<file path="src/rtl/adventure_pkg.sv">
// adventure_pkg: shared move/direction types and the scheduler state encoding.
package adventure_pkg;
    typedef enum logic [1:0] {DIR_N, DIR_S, DIR_E, DIR_W} dir_e;
    typedef enum logic [1:0] {IDLE, ISSUE, GAP, HALT} sched_state_e;
    localparam int MOVE_CNT_W = 8;

    // Bit order is {n,s,e,w}, so DIR_N lands on bit 3.
    function automatic logic [3:0] dir_to_onehot(input dir_e dir);
        return 4'b1000 >> dir;
    endfunction
endpackage

</file>
<file path="src/rtl/move_fifo.sv">
// move_fifo: small synchronous FIFO with flush; pointers carry one extra wrap bit.
module move_fifo #(
    parameter int DEPTH = 4,
    parameter int W     = 2
) (
    input  logic         clk,
    input  logic         reset,
    input  logic         push,
    input  logic         pop,
    input  logic         flush,
    input  logic [W-1:0] din,
    output logic [W-1:0] dout,
    output logic         full,
    output logic         empty
);
    localparam int AW = $clog2(DEPTH);

    logic [AW:0]  wr_q, wr_d, rd_q, rd_d;
    logic [W-1:0] mem_q [DEPTH];
    logic         do_push, do_pop;

    always_comb begin
        empty   = wr_q == rd_q;
        full    = (wr_q[AW] != rd_q[AW]) && (wr_q[AW-1:0] == rd_q[AW-1:0]);
        do_pop  = pop && !empty;
        // A pop in the same cycle frees the slot a push into a full FIFO needs.
        do_push = push && (!full || do_pop);
        wr_d    = flush ? '0 : wr_q + {{AW{1'b0}}, do_push};
        rd_d    = flush ? '0 : rd_q + {{AW{1'b0}}, do_pop};
        dout    = mem_q[rd_q[AW-1:0]];
    end

    always_ff @(posedge clk) begin
        if (reset) begin
            wr_q <= '0;
            rd_q <= '0;
        end else begin
            wr_q <= wr_d;
            rd_q <= rd_d;
        end
    end

    always_ff @(posedge clk) begin
        if (do_push && !flush)
            mem_q[wr_q[AW-1:0]] <= din;
    end
endmodule

</file>
<file path="src/rtl/adventure_move_scheduler.sv">
// adventure_move_scheduler: edge-detects N/S/E/W presses, queues them and issues spaced one-hot moves.
// Optional MOVE_COUNT_EN adds a saturating move_count output.
module adventure_move_scheduler
    import adventure_pkg::*;
#(
    parameter int DEPTH      = 4,
    parameter int GAP_CYCLES = 1
) (
    input  logic clk,
    input  logic reset,
    input  logic n_btn,
    input  logic s_btn,
    input  logic e_btn,
    input  logic w_btn,
    input  logic win,
    input  logic d,
    output logic n,
    output logic s,
    output logic e,
    output logic w,
    output logic busy,
    output logic lost_press,
    output logic game_over
`ifdef MOVE_COUNT_EN
    ,
    output logic [MOVE_CNT_W-1:0] move_count
`endif
);
    localparam logic [3:0] GAP_LOAD = 4'(GAP_CYCLES > 0 ? GAP_CYCLES - 1 : 0);

    sched_state_e state_q, state_d;
    logic [3:0]   btn, btn_q, btn_d, rise, move_q, move_d, gap_q, gap_d;
    logic         lost_q, lost_d;
    logic         single, chord, stop, pop, push;
    logic         fifo_full, fifo_empty;
    logic [1:0]   fifo_dout;
    dir_e         push_dir;

    assign btn = {n_btn, s_btn, e_btn, w_btn};

    move_fifo #(.DEPTH(DEPTH), .W(2)) u_fifo (
        .clk   (clk),
        .reset (reset),
        .push  (push),
        .pop   (pop),
        .flush (stop),
        .din   (push_dir),
        .dout  (fifo_dout),
        .full  (fifo_full),
        .empty (fifo_empty)
    );

    always_comb begin
        btn_d    = btn;
        rise     = btn & ~btn_q;
        single   = $onehot(rise);
        chord    = (rise != 4'd0) && !single;
        push_dir = rise[3] ? DIR_N : rise[2] ? DIR_S : rise[1] ? DIR_E : DIR_W;
        // Game over (or already halted) blocks pops, pushes and drop reporting.
        stop     = win || d || (state_q == HALT);
        pop      = (state_q == IDLE) && !fifo_empty && !stop;
        push     = single && !stop;
        lost_d   = !stop && (chord || (single && fifo_full && !pop));
        state_d  = state_q;
        move_d   = '0;
        gap_d    = gap_q;
        unique case (state_q)
            IDLE: begin
                state_d = pop ? ISSUE : IDLE;
                move_d  = pop ? dir_to_onehot(dir_e'(fifo_dout)) : 4'd0;
            end
            ISSUE: begin
                state_d = (GAP_CYCLES > 0) ? GAP : IDLE;
                gap_d   = GAP_LOAD;
            end
            GAP: begin
                state_d = (gap_q == 4'd0) ? IDLE : GAP;
                gap_d   = (gap_q == 4'd0) ? 4'd0 : gap_q - 4'd1;
            end
            HALT: state_d = HALT;
        endcase
        if (win || d)
            state_d = HALT;
    end

    always_ff @(posedge clk) begin
        if (reset) begin
            state_q <= IDLE;
            btn_q   <= '0;
            move_q  <= '0;
            gap_q   <= '0;
            lost_q  <= 1'b0;
        end else begin
            state_q <= state_d;
            btn_q   <= btn_d;
            move_q  <= move_d;
            gap_q   <= gap_d;
            lost_q  <= lost_d;
        end
    end

    assign {n, s, e, w} = move_q;
    assign busy         = !fifo_empty || (state_q == ISSUE) || (state_q == GAP);
    assign lost_press   = lost_q;
    assign game_over    = state_q == HALT;

`ifdef MOVE_COUNT_EN
    logic [MOVE_CNT_W-1:0] cnt_q, cnt_d;

    always_comb
        cnt_d = ((state_q == ISSUE) && (cnt_q != '1)) ? cnt_q + 1'b1 : cnt_q;

    always_ff @(posedge clk) begin
        if (reset)
            cnt_q <= '0;
        else
            cnt_q <= cnt_d;
    end

    assign move_count = cnt_q;
`endif
endmodule

</file>
<file path="config.mk">
export PLATFORM = sky130hd
export DESIGN_NAME = adventure_move_scheduler
export DESIGN_NICKNAME = d
export VERILOG_FILES = /design/src/rtl/adventure_pkg.sv /design/src/rtl/move_fifo.sv /design/src/rtl/adventure_move_scheduler.sv
export SDC_FILE = /design/constraint.sdc
export NUM_CORES = 1
export LEC_CHECK = 0
export ABC_CLOCK_PERIOD_IN_PS = 5000
export CAP_MARGIN = 40
export CORE_ASPECT_RATIO = 0.8
export CORE_MARGIN = 2
export CORE_UTILIZATION = 40
export DETAILED_ROUTE_END_ITERATION = 10
export SLEW_MARGIN = 20
export SYNTH_ARGS = -nofsm -noshare
export SYNTH_HDL_FRONTEND = slang
export SYNTH_HIERARCHICAL = 1
export SYNTH_SLANG_ARGS = --single-unit
</file>
<file path="constraint.sdc">
create_clock -name clk -period 5 [get_ports clk]
set_input_delay 0.75 -clock clk [delete_from_list [all_inputs] [get_ports clk]]
set_output_delay 0.75 -clock clk [all_outputs]
set_load 0.02 [all_outputs]
</file>
==> results.cfg, run 1 <==
[placed_design]
placement.io_buffers = 14
dp_cells = 177
hpwl_microns = 1860
gp_congestion = 0.7471

[synthesis]
synth_edf_count = 8
ys_async_sr_fraction_pct = 0
syn_inst = 122
ys_warn_count = 6
syn-num-nets = 143
synth.distinct_cells = 35
synth_top_flop_cell = dfxtp_1
ys_seq_area_share_pct = 46.52
syn_area_per_cell_sq_um = 11.64
syn_area_sq_mm = 0.001420
synth-seq-cells = 29

[sta]
report.final.slew_viol_count = 0
rsz0062_at_grt = no
relSlewSlack_pct = 58.38
fin_skew_ps = 2.697
fin_crit_ps = 3603
holdWs_ps = 494.4
setup_violations = 0
min_period_over_period_pct = 72.07
max_freq_ghz = 0.2775
worst_pin_slew_ps = 622.3
tns_ps = 0
hold_viol_final = 0

[critical_path]
reg2reg_setup_slack_ps = 2060
endpoint = u_fifo/mem_q[1][0]
timing_worst_setup_path_type = in -> reg
worstReg2RegEnd = u_fifo/mem_q[1][0]
crit_family = simple AND/OR/NAND/NOR gates
critPathLaunch = n_btn
critPathBufInv = 1
cpMostUsedCell = ha_1
cp-start-kind = input pin
crit_chain = clkdlybuf4s50_1 -> nor2b_1 -> fa_1 -> ha_1 -> ha_1 -> or3b_1 -> nor2_1 -> nand2_1 -> nor4_1
r2r_cells = 8
crit_required_ps = 4920
worst-path-max-fanout = 4
cp.arrival_ps = 3530
r2r_start = btn_q[3]
end_kind = flop
slowest_delay_ps = 480
slowest_stage = fa_1
cp.depth = 9

[clock_network]
clock_path_buffers = 2
clkTransAtPathRegs_ps = 60
htreeDepth = 2
cts_root_buffer = clkbuf_8
cts_buffers = 5
cts-resized-gates = 0
post-cts-setup-buffers = 0
cts_sinks = 29
holdBufCountCts = 0
cts_tree = done
clk_latency_ps = 280

[floorplan]
core_sq_mm = 0.003423
dieArea_sq_mm = 0.004046
row_count = 19
die_h_microns = 57.30
die_x_microns = 70.62
io_pins = 15
initial_core_util_pct = 41.48

[pwr]
p_per_area_mw_per_mm2 = 328.5
p_leak_nw = 0.6734
ir_drop_uv = 180.1

[drt]
dr.pass1.iters = 4
antenna_left = 0
viasPerCell = 5.076
wl_per_cell_microns = 13.22
drt_iter0_drc = 30
drt-total-wl_microns = 2446
drc = 0
via_count = 939

[layout]
fillers = 319
area_growth_pct = 20.79
nets = 163
final_cell_count_no_fill = 185
antenna_cells = 0
drive_gt1_share_pct = 10.49
final_util_pct = 50.11

[worst_hold_path]
hold_path_class = reg -> reg
worstHoldPathCells = 2

[grt]
antenna_found_initial = 0
grt_usage_pct = 14.01
first_global_vias = 959
overflow = 0
grt_max_degree = 16
grt_first_pass_wirelength_microns = 4215

[run]
drv_cap = 0

[run_status]
status = complete, no violations
kinds of logic (layout without fill, tap and decap cells):
kind of cell	Yosys count	in the layout	synth area share, %
compound gates	6	6	2.819
flops	29	29	46.52
fa+ha+maj	13	13	11.98
simple gates	53	53	25.55
xor+xnor	8	8	5.991
buf+inv	10	31	2.643
mux	3	3	4.493
cell usage after synthesis (2+ instances only):
cell	instances	area share, %
nor4_1	5	2.2
ha_1	12	11
xor2_2	2	2.3
a21oi_1	2	0.70
nand2b_1	4	1.8
nor3_1	3	1.1
inv_1	8	2.1
nor2_1	11	2.9
xnor2_1	5	3.1
edfxtp_1	8	17
nor4bb_1	2	1.4
nor2b_1	10	4.4
dfxtp_1	21	30
and2_1	4	1.8
nor3b_1	3	1.6
nand2_1	2	0.53
mux4_1	2	3.7
report_power, final:
group	switching, mW	internal, mW	total [mW]
logic	0.0381	0.0364	0.0745
registers	0.00703	0.251	0.258
clock network	0.0841	0.147	0.231
total	0.129	0.434	0.563
registers in the layout, indices dropped and copies added, names as in the netlist:
name / flops
move_q: 4
lost_press: 1
btn_q: 4
u_fifo/rd_q: 3
state_q: 2
u_fifo/wr_q: 3
u_fifo/mem_q: 8
gap_q: 4
cells in the final DEF (no fill, tap or decap), drive strengths merged:
cell type	Yosys	routed
a211o	1	1
a211oi	1	1
a21oi	2	2
a221oi	1	1
and2	4	4
and4b	1	1
bufinv	0	1
clkbuf	1	6
clkdlybuf4s50	0	14
clkinv	0	1
dfxtp	21	21
edfxtp	8	8
fa	1	1
ha	12	12
inv	9	9
mux2	1	1
mux4	2	2
nand2	2	2
nand2b	4	4
nand3	1	1
nor2	11	11
nor2b	10	10
nor3	3	3
nor3b	3	3
nor4	6	6
nor4b	3	3
nor4bb	2	2
o21ai	1	1
or2	1	1
or3	1	1
or3b	1	1
xnor2	5	5
xor2	3	3
final cells by class:
class	count	area, sq um	area share [%]
multi-input combinational	83	721.9	42.09
sequential	29	660.6	38.51
timing repair buffer	14	140.1	8.169
clock buffer	6	72.57	4.230
tap	42	52.55	3.063
clock inverter	2	33.78	1.969
inverter	9	33.78	1.969
layer usage:
metal | part of all wire (%) | vias up | GRT usage [%]
li1 | - | 468 | -
met1 | 48 | 441 | 17.34
met2 | 45 | 25 | 21.97
met3 | 4.9 | 5 | 4.770
met4 | 2.0 | 0 | 7.278
met5 | 0 | - | 0
worst reg2reg max path: stages (launching register included):
cell and delay (ps):
dfxtp_1 300, nor2b_1 280, fa_1 480, ha_1 200
ha_1 260, or3b_1 420, nor2_1 170, nand2_1 90
nor4_1 370
worst min path at each step:
| stage | from | to | slack, ps |
|---|---|---|---|
| floorplan | gap_q[1] | gap_q[1] | 470 |
| global placement | gap_q[1] | gap_q[1] | 480 |
| detailed placement | gap_q[1] | gap_q[1] | 490 |
| CTS | gap_q[1] | gap_q[1] | 500 |
| global route | gap_q[1] | gap_q[1] | 520 |
| finish | gap_q[1] | gap_q[1] | 490 |
through the flow:
step,worst slack (ps),power (mW),area [sq um]
2_1_floorplan,1836,0.3138,1420
3_3_place_gp,1234,0.3326,1609
3_5_place_dp,1122,0.3376,1609
4_1_cts,1406,0.5718,1715
5_1_grt,1202,0.5928,1715
6_report,1397,0.5634,1715
Power figures use the tool's default switching activity.
==> run 2: changes to the inputs <==
ABC_CLOCK_PERIOD_IN_PS = 3700   (was 5000)
clock period = 3.7 ns   (was 5 ns; I/O delays follow)
==> run 2 against run 1 <==
Via count decreased by 2.3%. Flip-flop and latch count unchanged. Critical path type unchanged. Clock-buffer cell count unchanged. Highest routed layer unchanged. Hold slack improved by 2.7 ps. Clock skew increased by 0.61 ps. Utilization decreased by 0.62 points. First-iteration DRC count decreased by 6.7%. Worst setup slack got worse by 970 ps. Global-route usage decreased by 0.96 points. Power increased by 22%.
==> results.cfg, run 2 (synthesis gave the netlist of run 1 again) <==
[drt]
drc = 0
viasPerCell = 4.957
wl_per_cell_microns = 12.29
drt_iter0_drc = 28
dr.pass1.iters = 4
antenna_left = 0
via_count = 917
drt-total-wl_microns = 2273

[layout]
final_common_cell = dfxtp_1
largest_reg_flops = 8
nets = 164
drive_gt1_share_pct = 11.19
final_cell_mix = dfxtp_1 (21), clkdlybuf4s50_1 (14), ha_1 (12), nor2_1 (11), nor2b_1 (10)
area_growth_pct = 19.29
antenna_cells = 0

[critical_path]
crit_family = simple AND/OR/NAND/NOR gates
slowest_delay_ps = 460
worstReg2RegEnd = u_fifo/mem_q[1][0]
cp.arrival_ps = 3190
critPathLaunch = n_btn
crit_chain = clkdlybuf4s50_1 -> nor2b_1 -> fa_1 -> ha_1 -> ha_1 -> or3b_1 -> nor2_1 -> nand2_1 -> nor4_1
timing_worst_setup_path_type = in -> reg
cp-start-kind = input pin
worst-path-max-fanout = 3
end_kind = flop
endpoint = u_fifo/mem_q[1][0]
reg2reg_setup_slack_ps = 910
cp.depth = 9
critPathBufInv = 1
crit_required_ps = 3620
slowest_stage = clkdlybuf4s50_1
r2r_cells = 8
r2r_start = btn_q[3]
cpMostUsedCell = ha_1

[pwr]
p_int_mw = 0.5159
p_leak_nw = 0.6666
finalPower_mw = 0.6848
p_seq_share_pct = 51.0
clkPwrFrac_pct = 34.6
ir_drop_uv = 220.4
combinationalPowerShare_pct = 14.4
p_sw_mw = 0.1688
sw_frac_of_total_pct = 24.66
p_per_area_mw_per_mm2 = 404.2

[sta]
setup_violations = 0
max_freq_ghz = 0.3059
worst_pin_slew_ps = 641.6
tns_ps = 0
hold_viol_final = 0
fin_skew_ps = 3.309
min_period_over_period_pct = 88.36
relSlewSlack_pct = 57.10
fin_crit_ps = 3269
report.final.slew_viol_count = 0
rsz0062_at_grt = no

[grt]
antenna_found_initial = 0
grt_max_degree = 16
use_met2_pct = 19.00
grt_util_met1_pct = 17.51
overflow = 0
busiest_layer = met2
grt_first_pass_wirelength_microns = 3981
first_global_vias = 874
grt_usage_pct = 13.05
grtUsageMet3_pct = 4.947

[worst_hold_path]
hold_path_class = reg -> reg

[clock_network]
holdBufCountCts = 0
htreeDepth = 2
post-cts-setup-buffers = 0
clock_path_buffers = 2
clk_latency_ps = 270
cts_root_buffer = clkbuf_8
cts_buffers = 5
cts_sinks = 29
clkTransAtPathRegs_ps = 60
cts-resized-gates = 0
cts_tree = done

[floorplan]
dieArea_sq_mm = 0.004046
core_sq_mm = 0.003423
io_pins = 15
die_h_microns = 57.30
die_x_microns = 70.62
initial_core_util_pct = 41.48
row_count = 19

[placed_design]
gp_congestion = 0.7622
hpwl_microns = 1727
placement.io_buffers = 14

[run_status]
status = complete, no violations

[run]
drv_cap = 0
## run 2: cell types whose count changed in the layout (fill, tap and decap cells not counted)
cell,before,now
bufinv_16,1,0
buf_4,0,1
clkinv_1,1,0
clkinv_2,0,1
## run 2: worst min path at each step
| stage | start | endpoint | slack [ps] | cells after the start |
|---|---|---|---|---|
| after floorplan | gap_q[1] | gap_q[1] | 470 | 2 |
| after global placement | gap_q[1] | gap_q[1] | 480 | 2 |
| after detailed placement | gap_q[1] | gap_q[1] | 490 | 2 |
| after CTS | gap_q[1] | gap_q[1] | 500 | 2 |
| after global routing | gap_q[1] | gap_q[1] | 530 | 2 |
| final | gap_q[1] | gap_q[1] | 500 | 2 |
## run 2: cell type report
| class | count | area (sq um) |
|---|---|---|
| Tap cell | 42 | 52.55 |
| Fill cell | 326 | 1729 |
| Clock inverter | 1 | 5.005 |
| Clock buffer | 6 | 72.57 |
| Multi-Input combinational cell | 83 | 721.9 |
| Inverter | 9 | 33.78 |
| Sequential cell | 29 | 660.6 |
| Timing Repair Buffer | 15 | 147.6 |
## run 2: routing by layer
layer / part of all wire [%] / vias to the layer above / wire (microns)
met4: 1.8 / 0 / 42
met5: 0 / - / 0
li1: - / 471 / -
met1: 50 / 421 / 1143
met3: 5.0 / 5 / 114
met2: 43 / 20 / 972
## run 2: stage by stage
stage | worst slack, ps | std cells | hold slack, ps | util (%) | instance area, sq um
floorplan | 731.4 | 122 | 468.5 | - | 1420
global placement | 241.1 | 178 | 479.5 | 47.22 | 1617
detailed placement | 149.9 | 178 | 489.9 | 47.22 | 1617
CTS | 452.2 | 185 | 497.9 | 49.49 | 1694
global route | 165.7 | 185 | 525.5 | 49.49 | 1694
finish | 430.5 | 185 | 497.1 | 49.49 | 1694
## run 2: worst register-to-register path: stages, from the launching register on
cell and delay (ps):
dfxtp_1 300, nor2b_1 190, fa_1 450, ha_1 190, ha_1 260, or3b_1 420
nor2_1 170, nand2_1 90, nor4_1 380
## run 2: power by group through the flow
| stage | Clock (mW) | Combinational [mW] | Sequential [mW] |
|---|---|---|---|
| after floorplan | 0 | 0.0700 | 0.354 |
| after global placement | 0 | 0.0955 | 0.355 |
| after detailed placement | 0 | 0.0997 | 0.356 |
| after CTS | 0.247 | 0.100 | 0.349 |
| after global routing | 0.263 | 0.113 | 0.351 |
| final | 0.237 | 0.0985 | 0.349 |
==> run 3: changes to the inputs <==
ABC_CLOCK_PERIOD_IN_PS = 3270   (was 3700)
clock period = 3.27 ns   (was 3.7 ns; I/O delays follow)
==> run 3 against run 2 <==
Worst setup slack got worse by 190 ps. Power increased by 22%. Global-route usage increased by 0.92 points. Sequential share of layout area decreased by 1.4 points. Routed wire length increased by 5.9%. Sequential power increased by 13%. First-iteration DRC count increased by 79%. Die area unchanged. Critical path depth increased by 1. Via count increased by 3.1%. Flip-flop and latch count unchanged. Register-to-register slack got worse by 330 ps. Highest routed layer unchanged.
==> results.cfg, run 3 (synthesis gave the netlist of run 1 again) <==
[run_status]
status = complete, no violations

[sta]
fin_skew_ps = 5.757
setup_violations = 0
max_freq_ghz = 0.3296
worst_pin_slew_ps = 651.7
holdWs_ps = 495.8
relSlewSlack_pct = 56.42
hold_viol_final = 0
fin_crit_ps = 3034
report.final.slew_viol_count = 0
min_period_over_period_pct = 92.77
rsz0062_at_grt = no

[clock_network]
clock_path_buffers = 2
clkTransAtPathRegs_ps = 60
cts_sinks = 29
htreeDepth = 2
cts_tree = done
cts_buffers = 5
cts_root_buffer = clkbuf_8
clk_latency_ps = 280

[grt]
overflow = 0
grt_first_pass_wirelength_microns = 4174
grt_max_degree = 16
first_global_vias = 920
grt_usage_pct = 13.97
antenna_found_initial = 0

[pwr]
ir_drop_uv = 277.7
p_per_area_mw_per_mm2 = 474.6
finalPower_mw = 0.8330
p_leak_nw = 0.7022

[critical_path]
crit_required_ps = 3270
slowest_stage = clkdlybuf4s50_1
crit_chain = clkdlybuf4s50_1 -> nor2b_2 -> fa_1 -> ha_1 -> ha_1 -> or3b_1 -> nor2_2 -> nand2_1 -> nor4_1 -> buf_4
cp-start-kind = input pin
cp.arrival_ps = 3030
worst-path-max-fanout = 3
cpMostUsedCell = ha_1
end_kind = flop
slowest_delay_ps = 460
timing_worst_setup_path_type = in -> reg

[drt]
wl_met1_microns = 1139
antenna_left = 0
wl_met3_microns = 121
wl_per_cell_microns = 12.67
viasPerCell = 4.974
met2_length_microns = 1100
top_layer = met4
drc = 0
drt-total-wl_microns = 2408
via_count = 945
dr.pass1.iters = 4
drt_iter0_drc = 50

[floorplan]
dieArea_sq_mm = 0.004046
die_x_microns = 70.62
row_count = 19
core_sq_mm = 0.003423
initial_core_util_pct = 41.48
io_pins = 15
die_h_microns = 57.30

[layout]
antenna_cells = 0
area_growth_pct = 23.61
final_util_pct = 51.28
final_common_cell = dfxtp_1
largest_reg_flops = 8
nets = 168
final_cell_mix = dfxtp_1 (21), clkdlybuf4s50_1 (14), ha_1 (12), nor2_1 (10)
fin_area_sq_mm = 0.001755
final_cell_count_no_fill = 190
drive_gt1_share_pct = 16.89

[placed_design]
hpwl_microns = 1899
place_area_sq_mm = 0.001647
gp_congestion = 0.7578
placement.io_buffers = 14
dp_cells = 182

[run]
drv_cap = 0

[worst_hold_path]
hold_path_class = reg -> reg
## run 3: cell types whose count changed in the layout (fill, tap and decap cells not counted), sizes merged
cell | before | now
buf | 1 | 5
clkbuf | 6 | 7
## run 3: per-stage QoR
step | worst slack, ps | setup TNS [ps]
2_1_floorplan | 365.9 | 0
3_3_place_gp | -94.78 | -769.1
3_5_place_dp | -163.4 | -1441
4_1_cts | 151.4 | 0
5_1_grt | 22.56 | 0
6_report | 236.4 | 0
## run 3: final timing paths
| path | start | endpoint | cells past startpoint | slack (ps) |
|---|---|---|---|---|
| worst max-delay path | n_btn | u_fifo/mem_q[1][0] | 10 | 240 |
| worst min-delay path | gap_q[1] | gap_q[1] | 2 | 500 |
| worst max register to register | u_fifo/rd_q[2] | u_fifo/wr_q[2] | 11 | 580 |
| worst min register to register | gap_q[1] | gap_q[1] | 2 | 500 |
## run 3: area by class of cell
type	instances	area, sq um
clock buffers	7	96.34
multi-input cells	83	729.5
well taps	42	52.55
repair buffers	19	177.7
flip-flops and latches	29	660.6
clock inverters	1	5.005
fillers	324	1668
inverters	9	33.78
## run 3: what timing repair did
item,4_1_cts,5_1_grt
gates resized for setup,0,3
hold buffers,0,0
endpoints found under the setup margin,0,8
setup buffers,0,0
## run 3: per-layer routing
metal | up-vias | track usage, %
met3 | 4 | 4.770
met2 | 17 | 19.54
met5 | - | 0
met1 | 448 | 18.90
met4 | 0 | 8.086
li1 | 476 | -
## run 3: power by group
part / total [mW] / leakage, nW / internal (mW) / switching [mW]
clock network: 0.317 / 0.0542 / 0.190 / 0.128
logic: 0.120 / 0.404 / 0.0613 / 0.0591
registers: 0.395 / 0.244 / 0.384 / 0.0113
total: 0.833 / 0.702 / 0.635 / 0.198
## run 3: critical path: cells and delay by family
family                   cells  cell delay, ps
AND/OR/NAND/NOR              5            1020
buffers and inverters        2             630
adder cells (fa/ha/maj)      3             880
==> RTL change 1 (settings of run 2) <==
Build with the macro `MOVE_COUNT_EN` defined.
--- a/src/rtl/adventure_move_scheduler.sv
+++ b/src/rtl/adventure_move_scheduler.sv
@@ -1,5 +1,7 @@
 // adventure_move_scheduler: edge-detects N/S/E/W presses, queues them and issues spaced one-hot moves.
 // Optional MOVE_COUNT_EN adds a saturating move_count output.
+`define MOVE_COUNT_EN
+
 module adventure_move_scheduler
     import adventure_pkg::*;
 #(
Function (old outputs only; new: move_count): kept (Yosys induction, for registers that start in step).
==> RTL change 1 against run 2 <==
Routed wire length grew 43%. Cell area grew 29%. Synthesized area rose by 27%. Power up 19%. Worst setup slack lost 0.067 ns. Die area up 25%. Via count up 43%. Sequential cell count grew 8. Critical path type unchanged. Highest routed layer unchanged.
==> RTL change 1: results (changes against run 2) <==
## Hold path
* destination of the worst hold path: move_count[1]
* worst hold path depth: 2, unchanged
* start point of the worst min-delay path: move_count[1]

## Worst setup path
* reg-to-reg critical path endpoint: u_fifo/mem_q[2][0]
* launching point of the worst reg2reg path: btn_q[3]
* register-to-register setup slack: 0.83 ns, -0.08 ns

## Global routing
* first-pass GRT wire length: 5.93 mm, +49%
* antenna violations before repair: 0, unchanged
* total routing usage reported by global routing: 15.1%, +2.0 points
* maximum number of pins on one net before global-route repair: 19, +3
* grt total ovfl: 0, unchanged

## Final layout
* number of nets in the layout: 221, +35%
* total of fill cells in the finished design: 400, +23%
* Diodes inserted: 0, unchanged
* share of cells above drive strength 1: 7.50%, -3.7 points

## Drt
* initial DRC count: 46, +64%
* WL final: 3.24 mm, +43%
* DR pass1 iterations: 4, unchanged
* post-detailed-route via-to-cell ratio: 5.11, +3.0%
* number of design rule violations left after detail routing: 0, unchanged
* number of vias after detailed routing: 1312, +43%

## Power and ir drop
* maximum vdd ir drop: 0.000169 V, -23%
* cell internal power dissipation: 0.000615 W, +19%
* reported leakage power: 0.835 nW, +25%

## Place
* number of placed cells counting well taps: 249, +40%
* buffers added on ports: 22, +8
* estimated wirelength of the detail-placed design: 2.44 mm, +41%
* routability congestion estimate from global placement: 0.783, +2.7%

## Clock network
* clock edge transition at the registers on the reported setup and hold paths: 0.07 ns
* TritonCTS buffer count: 5, unchanged
* clk_lat worst skew: 0.28 ns

## Logic synthesis
* list of most frequent post-synthesis cells: dfxtp_1, nor2_1, ha_1, nor2b_1, inv_1
* synth unique cells: 40, +14%
* Syn Nets: 193, +35%
* top post-synthesis cells by area: dfxtp_1, edfxtp_1, ha_1
* share of flip-flops with an asynchronous set or reset: 0%, unchanged
* share of the yosys chip area belonging to registers: 45.5%, -1.0 points
* Mapped Cells: 171, +40%
* Ys Warns: 6, unchanged

## Timing
* worst rel slew slack: 55.8%, -1.3 points
* shortest clock period the worst path allows after layout: 3.34 ns, +0.0674 ns
* Max Clock Skew: 0.00429 ns, +0.000978 ns

## Run status
* status: finished clean

-- RTL change 1: cell count changes after synthesis, moves of 3 or more --
cell,before,now
a21oi_1,2,6
and3_1,0,3
dfxtp_1,21,29
nand4_1,0,3
nor2_1,11,15
nor2b_1,10,13
nor3_1,3,8
-- RTL change 1: cell families after synthesis --
kind of cell | synth area share (%)
XOR/XNOR | 4.72
flip-flops | 45.5
adder cells (fa/ha/maj) | 10.1
buffers and inverters | 2.78
AND/OR/NAND/NOR | 25.3
multiplexers | 5.97
AO/OA/AOI/OAI | 5.62
-- RTL change 1: worst max-delay path, stage by stage --
cell	delay (ns)
clkdlybuf4s50_1	0.46
nor2b_1	0.22
fa_1	0.46
ha_1	0.20
ha_1	0.28
or3b_2	0.48
nor2_1	0.16
nand2b_1	0.10
nor3b_1	0.36
-- RTL change 1: power groups by stage --
stage               Combinational, W  Sequential [W]  Clock [W]
floorplan                  0.0000754        0.000446          0
global placement            0.000108        0.000445          0
detailed placement          0.000112        0.000446          0
CTS                         0.000113        0.000436   0.000279
global route                0.000127        0.000438   0.000305
finish                      0.000111        0.000437   0.000266
-- RTL change 1: how the worst max path moves through the flow --
stage                                     to  cells past startpoint  start
after detailed placement  u_fifo/mem_q[3][0]                      9  n_btn
after global routing      u_fifo/mem_q[2][0]                      9  n_btn
after CTS                 u_fifo/mem_q[3][0]                      9  n_btn
after floorplan               u_fifo/wr_q[1]                     10  n_btn
after global placement        u_fifo/wr_q[2]                     12  n_btn
final                     u_fifo/mem_q[2][0]                      9  n_btn
-- RTL change 1: per-layer routing --
| layer | share of wire, % | GRT usage (%) | up-vias |
|---|---|---|---|
| met5 | 0 | 0 | - |
| met4 | 1.7 | 5.82 | 0 |
| met3 | 6.4 | 4.66 | 8 |
| met2 | 43 | 21.7 | 36 |
| met1 | 48 | 21.1 | 606 |
| li1 | - | - | 662 |
-- RTL change 1: metrics by stage --
| step | cell area, sq um | power (W) | util [%] | worst slack (ns) | hold WS [ns] |
|---|---|---|---|---|---|
| detailed placement | 2100 | 0.000558 | 49.3 | 0.0535 | 0.509 |
| global placement | 2100 | 0.000553 | 49.3 | 0.138 | 0.494 |
| finish | 2180 | 0.000813 | 51.1 | 0.363 | 0.519 |
| floorplan | 1800 | 0.000521 | - | 0.629 | 0.477 |
| CTS | 2180 | 0.000828 | 51.1 | 0.361 | 0.520 |
| global route | 2180 | 0.000870 | 51.1 | 0.118 | 0.555 |
-- RTL change 1: cell type report --
type / instances / area share (%)
multi-input combinational: 121 / 42.8
sequential: 37 / 37.7
timing repair buffer: 24 / 10.8
clock buffer: 8 / 3.68
tap: 57 / 3.28
inverter: 10 / 1.72
==> RTL change 2 (settings of run 2) <==
Made on the original files. Re-encode `sched_state_e` (4 states) as Gray code, 2 bits wide.
--- a/src/rtl/adventure_pkg.sv
+++ b/src/rtl/adventure_pkg.sv
@@ -1,7 +1,7 @@
 // adventure_pkg: shared move/direction types and the scheduler state encoding.
 package adventure_pkg;
     typedef enum logic [1:0] {DIR_N, DIR_S, DIR_E, DIR_W} dir_e;
-    typedef enum logic [1:0] {IDLE, ISSUE, GAP, HALT} sched_state_e;
+    typedef enum logic [1:0] {IDLE = 2'b00, ISSUE = 2'b01, GAP = 2'b11, HALT = 2'b10} sched_state_e;
     localparam int MOVE_CNT_W = 8;
 
     // Bit order is {n,s,e,w}, so DIR_N lands on bit 3.
Function: same outputs for any inputs over 10 cycles, from zero or initial values and one cycle with reset high; not proved beyond that.
==> RTL change 2 against run 2 <==
First-iteration DRC count is 7.1% lower. Core utilization grew 2.5 points. Synthesized area down 3.8%. Sequential cell count unchanged. Routed wire length is 3.0% higher. Hold slack better by 0.032 ns. Cell area decreased by 2.6%. Synthesized cell count is 3.3% lower. Non-clock buffer count grew 1. Worst setup slack got worse by 0.12 ns. Highest routed layer unchanged.
Power is not compared: it rests on default switching activity, and its combinational part moved more than twofold at a synthesized area within 25%.
==> RTL change 2: results (changes against run 2) <==
## Run status
* status: finished clean

## Global routing
* maximum number of pins on one net before global-route repair: 19, +3
* via count of the first global-routing pass: 886, +1.4%
* met1 track demand over resource: 17.3%, -0.17 points
* global-route met3 utilization: 7.72%, +2.8 points
* first-pass GRT wire length: 4.02 mm, +1.0%
* met2 usage in global routing: 19.4%, +0.37 points

## Drt
* initial DRC count: 26, -7.1%
* average detailed-routed wire length per instance: 13.0 um, +5.9%
* number of vias after detailed routing: 919, +0.22%
* WL final: 2.34 mm, +3.0%

## Logic synthesis
* multiplexer share of the synthesized area: 3.85%, -0.65 points
* share of the yosys chip area belonging to registers: 48.4%, +1.8 points
* area fraction in compound gates after synthesis: 4.30%, +1.5 points
* Synth Area in XOR/XNOR: 6.23%, +0.24 points
* list of most frequent post-synthesis cells: dfxtp_1, nor2b_1, edfxtp_1, ha_1, nor2_1
* Post-Synth Adder-Cell Area: 8.79%, -3.2 points
* Syn Nets: 135, -5.6%

## Final layout
* number of nets in the layout: 156, -4.9%
* share of cells above drive strength 1: 12.9%, +1.7 points
* total of fill cells in the finished design: 278, -15%

## Place
* number of placed cells counting well taps: 172, -3.4%
* estimated wirelength of the detail-placed design: 1.75 mm, +1.2%
* Placement Cell Area: 1560 sq um, -3.5%
* dpl ws: -0.00416 ns, -0.154 ns

## Worst setup path
* worst path arrival time: 3.53 ns, +0.34 ns
* slowest cell on the critical path: or3b_2
* reg-to-reg critical path endpoint: u_fifo/wr_q[2]
* register-to-register setup slack: 0.79 ns, -0.12 ns

## Timing
* final worst hold slack: 0.529 ns, +0.0323 ns

## RTL change 2: layer usage
metal,up-vias,share of wire [%]
met1,422,49
met4,0,0.56
met2,33,43
met3,2,7.2
li1,462,-
met5,-,0
## RTL change 2: worst max path at each step
stage	start	end	slack, ns	cells past startpoint
2_1_floorplan	n_btn	u_fifo/wr_q[2]	0.62	11
3_3_place_gp	n_btn	u_fifo/wr_q[2]	0.04	12
3_5_place_dp	n_btn	u_fifo/wr_q[2]	-0.004	12
4_1_cts	n_btn	u_fifo/wr_q[2]	0.30	12
5_1_grt	n_btn	u_fifo/mem_q[1][0]	0.06	9
6_report	n_btn	u_fifo/wr_q[2]	0.31	12
## RTL change 2: area by class of cell
class                           instances  area (sq um)  share of cell area, %
Clock buffer                            8          90.1                   5.46
Inverter                                7          26.3                   1.59
Multi-Input combinational cell         80           671                   40.6
Sequential cell                        29           661                   40.0
Tap cell                               40          50.0                   3.03
Timing Repair Buffer                   16           153                   9.25
